==> src/rtl/led_matrix_fb_ctrl.sv <==
// led_matrix_fb_ctrl
// Double-buffered 8x8 RGB frame buffer that sits between two pixel producers
// and the row-scan PWM driver. Producers write only the back bank. The driver
// reads only the front bank. The banks swap only on frame_sync, so the driver
// never shows a torn frame. After each swap the new front can optionally be
// copied into the new back.
//
// Ports
//   clk, rst            system clock, synchronous active-high reset
//   reqN_valid/addr/data pixel write request N (addr = {row,col}, data = {R,G,B})
//   reqN_ready          write N accepted this cycle (combinational)
//   swap_req            pulse: swap the banks at the next frame boundary
//   frame_sync          pulse from the scan driver at end of frame
//   swap_pending        a swap has been captured but not yet performed
//   front_sel           bank currently displayed
//   busy                clearing or copying; writes are blocked
//   rd_addr/rd_data     front-bank read, 1-cycle latency
//
// state      | meaning
// -----------+--------------------------------------------------------
// ST_CLEAR   | zero both banks, one address per cycle, 64 cycles
// ST_RUN     | arbitrate pixel writes into the back bank
// ST_WAIT    | swap captured, waiting for frame_sync
// ST_COPY    | copy front bank into back bank, one address per cycle
module led_matrix_fb_ctrl #(
    parameter int CH_W         = 8,
    parameter bit COPY_ON_SWAP = 1'b1
) (
    input  logic                clk,
    input  logic                rst,
    input  logic                req0_valid,
    input  logic [5:0]          req0_addr,
    input  logic [3*CH_W-1:0]   req0_data,
    output logic                req0_ready,
    input  logic                req1_valid,
    input  logic [5:0]          req1_addr,
    input  logic [3*CH_W-1:0]   req1_data,
    output logic                req1_ready,
    input  logic                swap_req,
    input  logic                frame_sync,
    output logic                swap_pending,
    output logic                front_sel,
    output logic                busy,
    input  logic [5:0]          rd_addr,
    output logic [3*CH_W-1:0]   rd_data
);

    localparam int PW = 3 * CH_W;

    typedef enum logic [1:0] {
        ST_CLEAR = 2'd0,
        ST_RUN   = 2'd1,
        ST_WAIT  = 2'd2,
        ST_COPY  = 2'd3
    } state_t;

    state_t          r_state;
    state_t          w_state_nxt;
    logic [5:0]      r_cnt;
    logic            r_front_sel;
    logic            r_swap_pending;
    logic            r_rr_ptr;        // 0 favours requester 0
    logic [PW-1:0]   r_rd_data;
    logic [PW-1:0]   r_mem0 [64];
    logic [PW-1:0]   r_mem1 [64];

    logic            w_cnt_last;
    logic            w_gnt0;
    logic            w_gnt1;
    logic            w_do_swap;
    logic            w_swap_cap;
    logic            w_clr_we;
    logic            w_back_we;
    logic [5:0]      w_wr_addr;
    logic [PW-1:0]   w_wr_data;
    logic [PW-1:0]   w_front_cpy;

    assign w_cnt_last  = (r_cnt == 6'd63);
    assign w_front_cpy = r_front_sel ? r_mem1[r_cnt] : r_mem0[r_cnt];

    always_ff @(posedge clk) begin
        if (rst) begin
            r_state <= ST_CLEAR;
        end else begin
            r_state <= w_state_nxt;
        end
    end

    always_comb begin
        w_state_nxt = r_state;
        w_gnt0      = 1'b0;
        w_gnt1      = 1'b0;
        w_do_swap   = 1'b0;
        w_swap_cap  = 1'b0;
        w_clr_we    = 1'b0;
        w_back_we   = 1'b0;
        w_wr_addr   = r_cnt;
        w_wr_data   = '0;
        case (r_state)
            ST_CLEAR: begin
                w_clr_we = 1'b1;
                if (w_cnt_last) w_state_nxt = ST_RUN;
            end
            ST_RUN: begin
                w_gnt0 = req0_valid & (~req1_valid | ~r_rr_ptr);
                w_gnt1 = req1_valid & (~req0_valid |  r_rr_ptr);
                if (w_gnt0) begin
                    w_back_we = 1'b1;
                    w_wr_addr = req0_addr;
                    w_wr_data = req0_data;
                end else if (w_gnt1) begin
                    w_back_we = 1'b1;
                    w_wr_addr = req1_addr;
                    w_wr_data = req1_data;
                end
                // frame_sync in this cycle is deliberately not honoured;
                // the swap waits for the next frame boundary.
                if (swap_req) begin
                    w_swap_cap  = 1'b1;
                    w_state_nxt = ST_WAIT;
                end
            end
            ST_WAIT: begin
                if (frame_sync) begin
                    w_do_swap   = 1'b1;
                    w_state_nxt = COPY_ON_SWAP ? ST_COPY : ST_RUN;
                end
            end
            ST_COPY: begin
                // front_sel has already toggled, so front/back are the new ones
                w_back_we = 1'b1;
                w_wr_data = w_front_cpy;
                if (swap_req) w_swap_cap = 1'b1;
                if (w_cnt_last) begin
                    w_state_nxt = (r_swap_pending | swap_req) ? ST_WAIT : ST_RUN;
                end
            end
            default: w_state_nxt = ST_CLEAR;
        endcase
    end

    always_ff @(posedge clk) begin
        if (rst) begin
            r_cnt          <= 6'd0;
            r_front_sel    <= 1'b0;
            r_swap_pending <= 1'b0;
            r_rr_ptr       <= 1'b0;
            r_rd_data      <= '0;
        end else begin
            // counter wraps 63 -> 0 so the next COPY/CLEAR pass starts at 0
            if (r_state == ST_CLEAR || r_state == ST_COPY) begin
                r_cnt <= r_cnt + 6'd1;
            end else begin
                r_cnt <= 6'd0;
            end
            if (w_do_swap) begin
                r_front_sel    <= ~r_front_sel;
                r_swap_pending <= 1'b0;
            end else if (w_swap_cap) begin
                r_swap_pending <= 1'b1;
            end
            if (w_gnt0) begin
                r_rr_ptr <= 1'b1;
            end else if (w_gnt1) begin
                r_rr_ptr <= 1'b0;
            end
            if (r_state == ST_CLEAR) begin
                r_rd_data <= '0;
            end else begin
                r_rd_data <= r_front_sel ? r_mem1[rd_addr] : r_mem0[rd_addr];
            end
        end
    end

    // Storage carries no reset; CLEAR initialises it after every reset.
    always_ff @(posedge clk) begin
        if (!rst) begin
            if (w_clr_we) begin
                r_mem0[r_cnt] <= '0;
                r_mem1[r_cnt] <= '0;
            end else if (w_back_we) begin
                if (r_front_sel) begin
                    r_mem0[w_wr_addr] <= w_wr_data;
                end else begin
                    r_mem1[w_wr_addr] <= w_wr_data;
                end
            end
        end
    end

    assign req0_ready   = w_gnt0;
    assign req1_ready   = w_gnt1;
    assign swap_pending = r_swap_pending;
    assign front_sel    = r_front_sel;
    assign busy         = (r_state == ST_CLEAR) || (r_state == ST_COPY);
    assign rd_data      = r_rd_data;

endmodule

==> config.mk <==
export PLATFORM = sky130hd
export DESIGN_NAME = led_matrix_fb_ctrl
export DESIGN_NICKNAME = d
export VERILOG_FILES = /design/src/rtl/led_matrix_fb_ctrl.sv
export SDC_FILE = /design/constraint.sdc
export NUM_CORES = 2
export LEC_CHECK = 0
export BUFFER_PORTS_ARGS = -buffer_cell sky130_fd_sc_hd__buf_2
export CORE_MARGIN = 5
export CORE_UTILIZATION = 35
export DETAILED_ROUTE_END_ITERATION = 8
export PLACE_DENSITY = 0.58
export SLEW_MARGIN = 40
export SYNTH_ARGS = -nofsm -noshare
export SYNTH_HDL_FRONTEND = slang
export SYNTH_SLANG_ARGS = --single-unit
==> constraint.sdc <==
create_clock -name clk -period 5.6 [get_ports clk]
set_input_delay 0.84 -clock clk [delete_from_list [all_inputs] [get_ports clk]]
set_output_delay 0.84 -clock clk [all_outputs]
set_load 0.05 [all_outputs]
==> summary.md <==
| Metric | Value |
|---|---|
| Die area | `0.429 sq mm` |
| Period utilisation layout | `84.5%` |
| DR DRC count | `0` |
| Critical Path RT | `6190 ps` |
| Filler instances | `36,300` |
| Worst path arrival time | `5320 ps` |
| Post-synthesis cell type count | `82` |
| Routed WL | `594,000 um` |
| Worst setup EP type | `flip-flop` |
| Final Util | `40.7%` |
| CTS Hold Bufs | `0` |
| Synth Net Count | `7,478` |
| Hold WS | `350 ps` |
| Final worst-path setup slack | `868 ps` |
| DR pass1 iterations | `6` |
| Final instance area | `0.169 sq mm` |
| Vias in the first global route | `88,700` |
| Crit-path slowest cell | `dfxtp_4` |
| Detail Route Antenna Nets | `0` |
| Share of cells above drive strength 1 | `36.4%` |
| Buffers on Ports | `100` |
| Synth warn | `0` |
| Placed Cells | `13,000` |
| LEAKAGE | `52.3 nW` |
| Maximum number of pins on one net before global-route repair | `99` |
| Post-cts sizing count | `0` |
| Placed Area | `0.157 sq mm` |
| CP peak stage delay | `870 ps` |
| Power density relative to cell area | `343 mW/mm^2` |
| R2R Setup Slk | `870 ps` |
| Clock sinks | `3,107` |
| Nets | `7,980` |
| TritonCTS clock tree | `built` |
| Max Fclk | `0.211 GHz` |
| Final min period | `4730 ps` |
| Gpl congestion | `1.01` |
| Final Non-Filler Cells | `13,700` |
| CP Class | `reg2reg` |
| RSZ-0062 raised after global routing | `false` |
| Setup TNS | `0 ps` |
| Crit-path max FO | `64` |
| Worst hold path class | `in2reg` |
| Post CTS Setup Buffer Count | `0` |
| Ys async rst share | `0%` |
| Area Overhead vs Synth | `15.8%` |
| Total gr overflow | `0` |
| Site Rows | `236` |
| Clock Pin Slew Worst Setup and Hold Paths | `70 ps` |
| Top_reg_cell synth | `edfxtp_1` |
| Most frequent cells in the layout | `3,072 x edfxtp_1, 1,433 x mux4_2, 514 x buf_4, 423 x mux2i_1, 338 x clkbuf_16` |
| Clock latency on the worst-skew pair | `980 ps` |
| Hold Fails Final Rpt | `0` |
| Crit path top cell by count | `buf_4` |
| Slew headroom | `33.5%` |
| Vias post-DR | `91,800` |
| Core area | `0.414 sq mm` |
| Io pins | `101` |
| Clock Skew | `46.3 ps` |
| Post-synth EDFFs | `3,072` |
| FF+latch count, synth | `3,107` |
| Initial DRC count | `15,100` |
| Total GRT Usage | `27.0%` |
| First-pass GRT wire length | `791,000 um` |
| Post-DP HPWL | `381,000 um` |
| Worst-Margin Slew | `998 ps` |
| Total power | `57.8 mW` |
| Die Width | `655 um` |
| WL per Instance | `43.4 um` |
| Crit path cell chain | `and2_4 -> buf_12 -> buf_4 -> a221oi_1 -> o21ai_0 -> buf_4 -> nand4_1 -> a211oi_2 -> a211oi_4 -> buf_4` |
| Vias per cell | `6.71` |
| Place WS | `652 ps` |
| Die Y | `655 um` |
| Initial antenna violation count | `62` |
| Htree depth | `5` |
| Clock root buffer master | `clkbuf_16` |
| Mean Syn Cell Area | `19.7 sq um` |
| Synthesized cell area | `0.146 sq mm` |
| CTS Buf Count | `332` |
| Final slew viol count | `0` |
| Post-Syn Instances | `7,401` |
| Max_cap viols | `0` |
| Commonest non-fill, non-tap cell in the layout | `edfxtp_1` |
| Max IR drop VDD | `0.273 mV` |
| Status | `complete, no violations` |
| Max clock buf depth | `4` |
| Type of origin of the critical path | `flip-flop` |
| # setup viols final | `0` |
| Sequential area share after synthesis | `63.9%` |
| Initial Util | `35.2%` |
-- cell families (layout without fill, tap and decap cells) --
kind of cell    Yosys count  after routing  synth area share (%)
compound gates          907            907                  4.59
xor+xnor                  5              5                0.0301
fa+ha+maj                 5              5                0.0430
buf+inv                 615           1395                  2.78
flops                  3107           3107                  63.9
mux                    1931           1931                  26.1
other cells               0             30                     0
simple gates            831            831                  2.55
-- metal layers --
layer	track usage, %	vias up	wire (um)
met5	0	-	274
met4	16.9	38	44200
met3	10.2	1539	82800
met2	39.2	7414	258000
met1	34.1	49500	209000
li1	-	33300	-
-- cell usage after synthesis, types with 19 or more instances --
cell | n | area, sq um
a211oi_1 | 48 | 360
nand4_1 | 28 | 175
nor3_1 | 37 | 185
buf_6 | 54 | 608
mux4_1 | 44 | 1160
o211ai_1 | 28 | 210
mux2_2 | 29 | 327
buf_2 | 165 | 826
nor2_1 | 219 | 822
a21oi_1 | 126 | 631
a32oi_1 | 59 | 517
clkbuf_1 | 165 | 619
nand3_1 | 102 | 510
inv_1 | 19 | 71.3
mux2i_1 | 423 | 4230
a22oi_1 | 126 | 946
buf_1 | 57 | 214
o21ai_0 | 107 | 536
nand2_1 | 320 | 1200
dfxtp_1 | 35 | 701
buf_4 | 70 | 526
and3_1 | 19 | 119
o221ai_1 | 25 | 219
mux4_2 | 1433 | 32300
o22ai_1 | 47 | 294
a31oi_1 | 28 | 175
buf_8 | 37 | 556
nor2b_1 | 31 | 194
a22o_1 | 44 | 385
edfxtp_1 | 3072 | 92200
a221oi_1 | 150 | 1310
-- state kept, by name (all words and copies together) (netlist names) --
register / cells
r_mem0: 1536
r_mem1: 1536
rd_data: 24
r_cnt: 6
r_state: 2
front_sel: 1
r_rr_ptr: 1
swap_pending: 1
-- layout make-up --
type	count	area, sq um	share of cell area (%)
Antenna cell	30	75.1	0.0445
Clock buffer	418	8870	5.26
Clock inverter	194	1970	1.17
Inverter	24	111	0.0661
Multi-Input combinational cell	3679	50500	30.0
Sequential cell	3107	93000	55.2
Tap cell	5474	6850	4.06
Timing Repair Buffer	759	7220	4.28
-- power breakdown --
part	switching, mW	internal (mW)	total (mW)
Combinational	6.47	3.15	9.62
Sequential	0.280	25.5	25.8
Clock	9.64	12.8	22.4
-- worst max-delay path, delay by kind of cell (launching register included) --
family	cells	cell delay [ps]
flops	1	870
buf+inv	4	1260
compound gates	4	1050
simple gates	2	900
-- worst paths after layout --
path                 start        endpoint  cells after the start
setup / recovery  r_cnt[1]  r_mem0[21][23]                     10
hold / removal         rst       front_sel                      2
setup reg to reg  r_cnt[1]  r_mem0[21][23]                     10
hold reg to reg   r_rr_ptr        r_rr_ptr                      1
(Power assumes the default switching activity.)
